==> src/rtl/tt_mux_seq.sv <==
// tt_mux_seq: registered row mux between the vertical spine and one row of
// N_UM user modules. Decodes {row, col} from the spine, enables exactly one
// module, and enforces break-before-make with a GUARD_CYC-cycle drain
// interval whenever the selected module changes or is deselected.
module tt_mux_seq #(
   parameter  int N_UM      = 16,
   parameter  int N_IO      = 8,
   parameter  int N_O       = 8,
   parameter  int N_I       = 10,
   parameter  int ROW_W     = 5,
   parameter  int GUARD_CYC = 2,
   parameter  int OUT_REG   = 1,
   localparam int COL_W     = $clog2(N_UM),
   localparam int U_OW      = N_O + 2 * N_IO,
   localparam int U_IW      = N_I + N_IO
) (
   input  logic                     clk,
   input  logic                     rst_n,
   input  logic [ROW_W-1:0]         addr,
   input  logic [ROW_W+COL_W-1:0]   si_sel,
   input  logic                     si_ena,
   input  logic [U_IW-1:0]          si_usr,
   output logic [U_OW-1:0]          so_usr,
   input  logic [U_OW*N_UM-1:0]     um_ow,
   output logic [U_IW*N_UM-1:0]     um_iw,
   output logic [N_UM-1:0]          um_ena,
   output logic                     busy,
   output logic [COL_W-1:0]         cur_um
);

   // Parameter legality is enforced at elaboration time.
   if (GUARD_CYC < 1 || GUARD_CYC > 15) begin : g_bad_guard
      $error("tt_mux_seq: GUARD_CYC must be within 1..15");
   end
   if (N_UM < 2 || N_UM > 32 || (N_UM & (N_UM - 1)) != 0) begin : g_bad_num
      $error("tt_mux_seq: N_UM must be a power of two within 2..32");
   end

   localparam logic [1:0] ST_IDLE   = 2'd0;
   localparam logic [1:0] ST_ACTIVE = 2'd1;
   localparam logic [1:0] ST_DRAIN  = 2'd2;

   // Drain counter start value: DRAIN lasts exactly GUARD_CYC cycles.
   localparam logic [3:0] GUARD_INIT = 4'(GUARD_CYC - 1);

   logic [1:0]        state_r;
   logic [1:0]        state_nxt_s;
   logic [3:0]        gcnt_r;
   logic [3:0]        gcnt_nxt_s;
   logic [COL_W-1:0]  cur_um_r;
   logic [COL_W-1:0]  cur_nxt_s;
   logic [U_IW-1:0]   iw_q_r;

   logic              tgt_vld_s;
   logic [COL_W-1:0]  tgt_col_s;
   logic              active_s;
   logic [U_OW-1:0]   mux_ow_s;

   assign tgt_vld_s = si_ena && (si_sel[ROW_W+COL_W-1:COL_W] == addr);
   assign tgt_col_s = si_sel[COL_W-1:0];
   assign active_s  = (state_r == ST_ACTIVE);
   assign mux_ow_s  = um_ow[U_OW*cur_um_r +: U_OW];

   // Next-state decode: select, hold, drain and the latest-select-wins re-entry.
   always_comb begin
      state_nxt_s = state_r;
      gcnt_nxt_s  = gcnt_r;
      cur_nxt_s   = cur_um_r;
      case (state_r)
         ST_IDLE: begin
            if (tgt_vld_s) begin
               state_nxt_s = ST_ACTIVE;
               cur_nxt_s   = tgt_col_s;
            end else begin
               state_nxt_s = ST_IDLE;
            end
         end
         ST_ACTIVE: begin
            if (tgt_vld_s && (tgt_col_s == cur_um_r)) begin
               state_nxt_s = ST_ACTIVE;
            end else begin
               state_nxt_s = ST_DRAIN;
               gcnt_nxt_s  = GUARD_INIT;
            end
         end
         ST_DRAIN: begin
            // A same-col re-select does not shorten the guard interval.
            if (gcnt_r != 4'd0) begin
               state_nxt_s = ST_DRAIN;
               gcnt_nxt_s  = gcnt_r - 4'd1;
            end else if (tgt_vld_s) begin
               state_nxt_s = ST_ACTIVE;
               cur_nxt_s   = tgt_col_s;
            end else begin
               state_nxt_s = ST_IDLE;
            end
         end
         default: begin
            state_nxt_s = ST_IDLE;
            gcnt_nxt_s  = 4'd0;
            cur_nxt_s   = {COL_W{1'b0}};
         end
      endcase
   end

   // State, counter, latched column and inward data register.
   always_ff @(posedge clk) begin
      if (!rst_n) begin
         state_r  <= ST_IDLE;
         gcnt_r   <= 4'd0;
         cur_um_r <= {COL_W{1'b0}};
         iw_q_r   <= {U_IW{1'b0}};
      end else begin
         state_r  <= state_nxt_s;
         gcnt_r   <= gcnt_nxt_s;
         cur_um_r <= cur_nxt_s;
         iw_q_r   <= si_usr;
      end
   end

   // Per-module enable and gated inward data; unselected modules see zero.
   for (genvar k = 0; k < N_UM; k++) begin : g_um
      assign um_ena[k]              = active_s && (cur_um_r == COL_W'(k));
      assign um_iw[U_IW*k +: U_IW]  = um_ena[k] ? iw_q_r : {U_IW{1'b0}};
   end

   // Outward path: optional register stage, always forced to zero outside ACTIVE.
   if (OUT_REG != 0) begin : g_oreg
      logic [U_OW-1:0] ow_q_r;

      // Capture the selected module's outputs only while ACTIVE.
      always_ff @(posedge clk) begin
         if (!rst_n) begin
            ow_q_r <= {U_OW{1'b0}};
         end else begin
            ow_q_r <= active_s ? mux_ow_s : {U_OW{1'b0}};
         end
      end

      assign so_usr = active_s ? ow_q_r : {U_OW{1'b0}};
   end else begin : g_ocomb
      assign so_usr = active_s ? mux_ow_s : {U_OW{1'b0}};
   end

   assign busy   = (state_r == ST_DRAIN);
   assign cur_um = cur_um_r;

endmodule

==> config.mk <==
export PLATFORM = sky130hd
export DESIGN_NAME = tt_mux_seq
export DESIGN_NICKNAME = d
export VERILOG_FILES = /design/src/rtl/tt_mux_seq.sv
export SDC_FILE = /design/constraint.sdc
export NUM_CORES = 1
export LEC_CHECK = 0
export BUFFER_PORTS_ARGS = -buffer_cell sky130_fd_sc_hd__buf_2
export CORE_AREA = 2 2 291 293
export CTS_CLUSTER_SIZE = 8
export DETAILED_ROUTE_END_ITERATION = 8
export DIE_AREA = 0 0 293 295
export GPL_TIMING_DRIVEN = 0
export PLACE_DENSITY = 0.32
export REMOVE_ABC_BUFFERS = 1
export SYNTH_ARGS = -nofsm -noshare
export SYNTH_HDL_FRONTEND = slang
export SYNTH_SLANG_ARGS = --single-unit
export TNS_END_PERCENT = 5
==> constraint.sdc <==
create_clock -name clk -period 5.4 [get_ports clk]
set_input_delay 0.54 -clock clk [delete_from_list [all_inputs] [get_ports clk]]
set_output_delay 0.54 -clock clk [all_outputs]
set_load 0.01 [all_outputs]
# ---- Word-level counts from Yosys, hierarchy flattened
# Cells that the tools add are included.
dict set report totals {
  ff_bits 52
  latchBits 0
  ramBits 0
  mem_bits_ro 0
  input_bits 419
  wordCells 83
  mem_count 0
}
dict set report classes {
  addsub 1
  multipliers 1
  div 0
  n_lt_le_gt_ge 0
  eq_ne 22
  shift 1
  mux 27
  bitwise 2
  n_reduce_logical 24
}
# operator count
set ops {}
lappend ops {{384-bit by 10-bit indexed part select with 24-bit output} 1}
lappend ops {{18-bit two-way mux} 16}
lappend ops {{4-bit == test (second input constant)} 8}
lappend ops {{24-bit two-way mux} 1}
lappend ops {{4-bit case mux with 3 select lines} 2}
lappend ops {{1-bit logical AND} 18}
lappend ops {{4-bit by 3-bit == test with 1-bit output (second input constant)} 4}
lappend ops {{4-bit two-way mux} 4}
lappend ops {{4-bit by 2-bit == test with 1-bit output (second input constant)} 2}
lappend ops {{2-bit by 4-bit multiplier with 6-bit output (first input constant)} 1}
lappend ops {{2-bit case mux with 3 select lines} 1}
lappend ops {{5-bit == test} 1}
lappend ops {{4-bit by 1-bit == test with 1-bit output (second input constant)} 1}
lappend ops {{4-bit == test} 1}
lappend ops {{4-bit zero test} 1}
lappend ops {{2-bit two-way mux} 2}
lappend ops {{2-bit inequality test (second input constant)} 2}
lappend ops {{2-bit AND reduction} 2}
lappend ops {{4-bit nonzero test} 1}
lappend ops {{4-bit by 1-bit subtractor with 4-bit output (second input constant)} 1}
lappend ops {{3-bit AND reduction} 1}
lappend ops {{2-bit by 1-bit == test with 1-bit output (second input constant)} 1}
lappend ops {{2-bit == test (second input constant)} 1}
lappend ops {{2-bit zero test} 1}
lappend ops {{other kinds (3)} 4}

# ---- Longest topological paths before layout
dict set report logic_depth {
  depth_word 5
  mapped_depth 7
}

# ---- Least setup slack after synthesis
# No wires, ideal clock.
dict set report synth_path {
  kind {register to output}
  from {register state_r[1]}
  to {output port um_iw[26]}
  t_arrival_ns 1.954
  t_required_ns 4.860
  slack_ns 2.906
  path_stages_with_launch 8
  path_cell_list {dfxtp_1 inv_1 ha_1 buf_2 or3b_2 nor2_1 clkbuf_1 and2_1}
}
dict set report synth_via {
  elab_chain_cells 3
}
# element line
set synth_rtl {}
lappend synth_rtl {{from (decl)} 46} ;# logic [1:0] state_r;
lappend synth_rtl {{from (signal assigned)} 114} ;# state_r <= state_nxt_s;
lappend synth_rtl {{2-bit by 1-bit == test with 1-bit output} 61} ;# assign active_s = (state_r == ST_ACTIVE);
lappend synth_rtl {{1-bit logical AND} 123} ;# assign um_ena[k] = active_s && (cur_um_r == COL_W'(k));
lappend synth_rtl {{via um_ena[1]} 26} ;# output logic [N_UM-1:0] um_ena,
lappend synth_rtl {{18-bit two-way mux} 124} ;# assign um_iw[U_IW*k +: U_IW] = um_ena[k] ? iw_q_r : {U_IW{1'b0}};
lappend synth_rtl {{to (decl)} 25} ;# output logic [U_IW*N_UM-1:0] um_iw,
# The timed path passes the listed nets, and every way through them passes these cells.

# ---- Worst setup path after layout
dict set report layout_path {
  from {register cur_um_r[1] (netlist: cur_um[1])}
  to {output port um_iw[51]}
}
dict set report layout_via {
  elab_chain_cells 3
}
# element line
set layout_rtl {}
lappend layout_rtl {{from (decl)} 50} ;# logic [COL_W-1:0] cur_um_r;
lappend layout_rtl {{from (signal assigned)} 111} ;# cur_um_r <= {COL_W{1'b0}};
lappend layout_rtl {{from (signal assigned)} 116} ;# cur_um_r <= cur_nxt_s;
lappend layout_rtl {{4-bit by 2-bit == test with 1-bit output} 123}
lappend layout_rtl {{1-bit logical AND} 123}
lappend layout_rtl {{18-bit two-way mux} 124}
# Every way passes these cells.

==> summary.txt <==
Outcome
  – Status: finished, final reports clean

Worst setup path
  – Worst R2R Start: cur_um[0]$_SDFFE_PN0P_
  – FF-to-FF setup slack: about 2.6 ns
  – Worst path required time: 4.86 ns
  – WP data arrival: 3.15 ns
  – RR Endpoint: g_oreg.ow_q_r[7]$_SDFF_PN0_
  – Endpoint class of the critical path: output pin
  – Worst Setup Start Kind: flop
  – R2r worst-path depth: 5
  – Worst Setup Path Type: reg2out
  – Peak fanout along the critical path: 70

Synth
  – Post-synthesis xor/xnor area fraction: 1.26%
  – Syn_area_per_cell: 10.0 um^2
  – Synth Area in Simple Gates: 35.9%
  – Mux cell area share after synthesis: around 40%
  – Yosys cell types: 37
  – Synth Register Bits: between 50 and 60
  – Post-synth EDFFs: 0
  – Main combinational cell family by area after synthesis: multiplexers
  – Async set-or-reset flop fraction in the synthesized netlist: 0%
  – Most used DFF post-synth: dfxtp_1
  – Register area share after synthesis: 15.0%
  – Compound-Gate Fraction of Synth Area: 1.30%
  – Cells after Synth: 694
  – Cell area after synthesis: 6950 um^2
  – Yosys Warn Count: 0
  – Adder-cell share of the synthesized area: less than 1%

STA
  – Rel. slew slack: 25.5%
  – Max-slew violations: 0
  – FMAX: 271 MHz
  – Post-route clock skew: 0.0219 ns
  – Tcrit/Tclk final: 68.3%
  – RSZ-0062 raised after global routing: false
  – Final Hold Vio Count: 0
  – Setup Viol. Count Final: 0
  – Worst slew pin tran: 1.12 ns
  – Final min period: roughly 3.7 ns

Cells and area
  – Nets@finish: 1822
  – Final Cell Area: 12300 um^2
  – Post-Route Utilization: 14.8%
  – Share of post-route cells with drive strength above 1: ~66%
  – Most common cell after layout, fill and taps aside: buf_2
  – Area Overhead vs Synth: 76.7%
  – Most frequent cells in the layout: buf_2, and2_1, mux4_2, dfxtp_1, and3_1
  – Fillers: 9536

GRT
  – Largest net degree at the start of global routing: 71
  – Total GRT Usage: a little over a tenth
  – Congestion Overflow GR: 0
  – Global-route wire length before repair: around 66 mm
  – Vias in the first global route: ~9000
  – Initial antenna violation count: 21

Placed design
  – Final GP Congestion: slightly below 0.9
  – HPWL after DPL: 42.2 mm
  – Number of I/O port buffers: 751
  – Post-DP Area: 12100 um^2

CTS
  – Skew-Pair Late Insertion Delay: 0.35 ns
  – CTS clk-pin slew, worst paths: 0.10 ns
  – CTS Sinks: 52
  – Setup Fix Bufs, Post-CTS: 0
  – Num CTS Buffers: 5
  – Clock root buffer: clkbuf_16
  – Post-CTS Hold Fix Bufs: 0
  – Htree depth: 2
  – CTS tree: yes
  – Worst-case clock buffer depth: 2
  – CTS resizes: 0

Detailed routing
  – DRC viols: 0
  – WL final: between 40 and 50 mm
  – M1 wire length: 18.7 mm
  – ANT nets after route: 0
  – WL met3: 4.82 mm
  – Max Used Layer: met5
  – Vias/cell: 3.44
  – Wire length on met2: about 25 mm
  – TritonRoute pass-1 iters: 4
  – DR vias: 8557
  – Wirelength per Cell: 19.8 um
  – DR iter-0 viols: 286

Floorplan
  – Die Ht: 295 um
  – FP Rows: 106
  – Initial Util: between 8 and 9%
  – I/O pin count: 752
  – Core Area: 83200 um^2
  – DIE AREA: about 86000 um^2
  – Die width: between 200 and 300 um

Power and ir drop
  – PD cells: 92.2 nW/um^2
  – Tot Pwr: 1.13 mW
  – Worst vdd rail ir drop: 0.0949 mV
  – Leak pwr: 6.10 nW

Hold path
  – WHS Endpoint: iw_q_r[16]$_SDFF_PN0_
  – Worst hold path class: in2reg
  – WHS Path Cells: 2
  – Min-delay src: si_usr[16]

Run
  – Max cap viols: 0
where the power goes:
part | switching (mW) | internal (mW)
sequential | 0.0393 | 0.390
clock | 0.209 | 0.177
combinational | 0.115 | 0.202
logic make-up after synthesis:
group / Yosys count
AOI/OAI and AO/OA: 13
xor gates and xnor gates: 10
adders and majority gates: 5
buffers and inverters: 82
DFF: 52
muxes: 126
and+or+nand+nor: 406
worst max path at each step:
| stage | startpoint | end | slack (ns) | depth (start not counted) |
|---|---|---|---|---|
| after floorplan | cur_um[0]$_SDFFE_PN0P_ | um_iw[108] | -0.84 | 2 |
| after global placement | cur_um[0]$_SDFFE_PN0P_ | um_iw[82] | -5.54 | 3 |
| after detailed placement | cur_um[0]$_SDFFE_PN0P_ | um_iw[272] | 2.02 | 6 |
| after CTS | cur_um[0]$_SDFFE_PN0P_ | um_iw[285] | 1.59 | 6 |
| after global routing | cur_um[0]$_SDFFE_PN0P_ | um_iw[285] | 1.43 | 6 |
| final | cur_um[1]$_SDFFE_PN0P_ | um_iw[51] | 1.71 | 6 |
final cells by class:
class | count | area (um^2) | share of cell area, %
antenna | 7 | 17.5 | 0.143
multi-input combinational | 560 | 5560 | 45.2
tap | 1080 | 1350 | 11.0
inverter | 6 | 22.5 | 0.183
timing repair buffer | 773 | 4130 | 33.6
clock inverter | 3 | 26.3 | 0.214
sequential | 52 | 1050 | 8.58
clock buffer | 5 | 125 | 1.02
critical path, stage by stage (launching register included):
cell	delay [ns]
dfxtp_4	0.66
buf_16	0.34
nand3b_1	0.27
nor3_2	0.82
buf_6	0.28
and2_1	0.15
buf_2	0.12
cell usage after synthesis (2+ instances only):
cell type | instances | share of area (%)
a21oi_1 | 4 | 0.29
a31o_2 | 2 | 0.25
and2_1 | 330 | 30
and3_1 | 24 | 2.2
buf_1 | 11 | 0.59
buf_12 | 4 | 1.2
buf_2 | 10 | 0.72
buf_6 | 3 | 0.49
clkbuf_1 | 48 | 2.6
dfxtp_1 | 52 | 15
ha_1 | 5 | 0.90
inv_1 | 6 | 0.32
mux2i_1 | 6 | 0.86
mux4_2 | 120 | 39
nand2_1 | 6 | 0.32
nand2b_1 | 3 | 0.27
nand3_1 | 3 | 0.22
nand3b_1 | 3 | 0.32
nor2_1 | 16 | 0.86
nor2b_1 | 9 | 0.81
nor3_1 | 5 | 0.36
xnor2_1 | 3 | 0.38
xor2_1 | 7 | 0.88
registers in the layout, summed over array words and instances (netlist names):
signal / count
iw_q_r: 18
gcnt_r: 4
state_r: 2
g_oreg.ow_q_r: 24
cur_um: 4
metal layers:
metal  global-route usage, %  up-vias
li1                        -     3867
met1                    12.1     4128
met2                    19.3      521
met3                    3.83       37
met4                    3.61        4
met5                       0        -
per-stage QoR:
stage | hold WS, ns | setup TNS [ns] | setup slack (ns) | cells
finish | 0.396 | 0 | 1.71 | 2486
global route | 0.368 | 0 | 1.43 | 2485
CTS | 0.353 | 0 | 1.59 | 2479
detailed placement | 0.497 | 0 | 2.02 | 2471
global placement | 0.480 | -1020.74 | -5.54 | 2449
floorplan | 0.457 | -172.59 | -0.842 | 618
No activity file was read; power rests on OpenSTA's default activity.
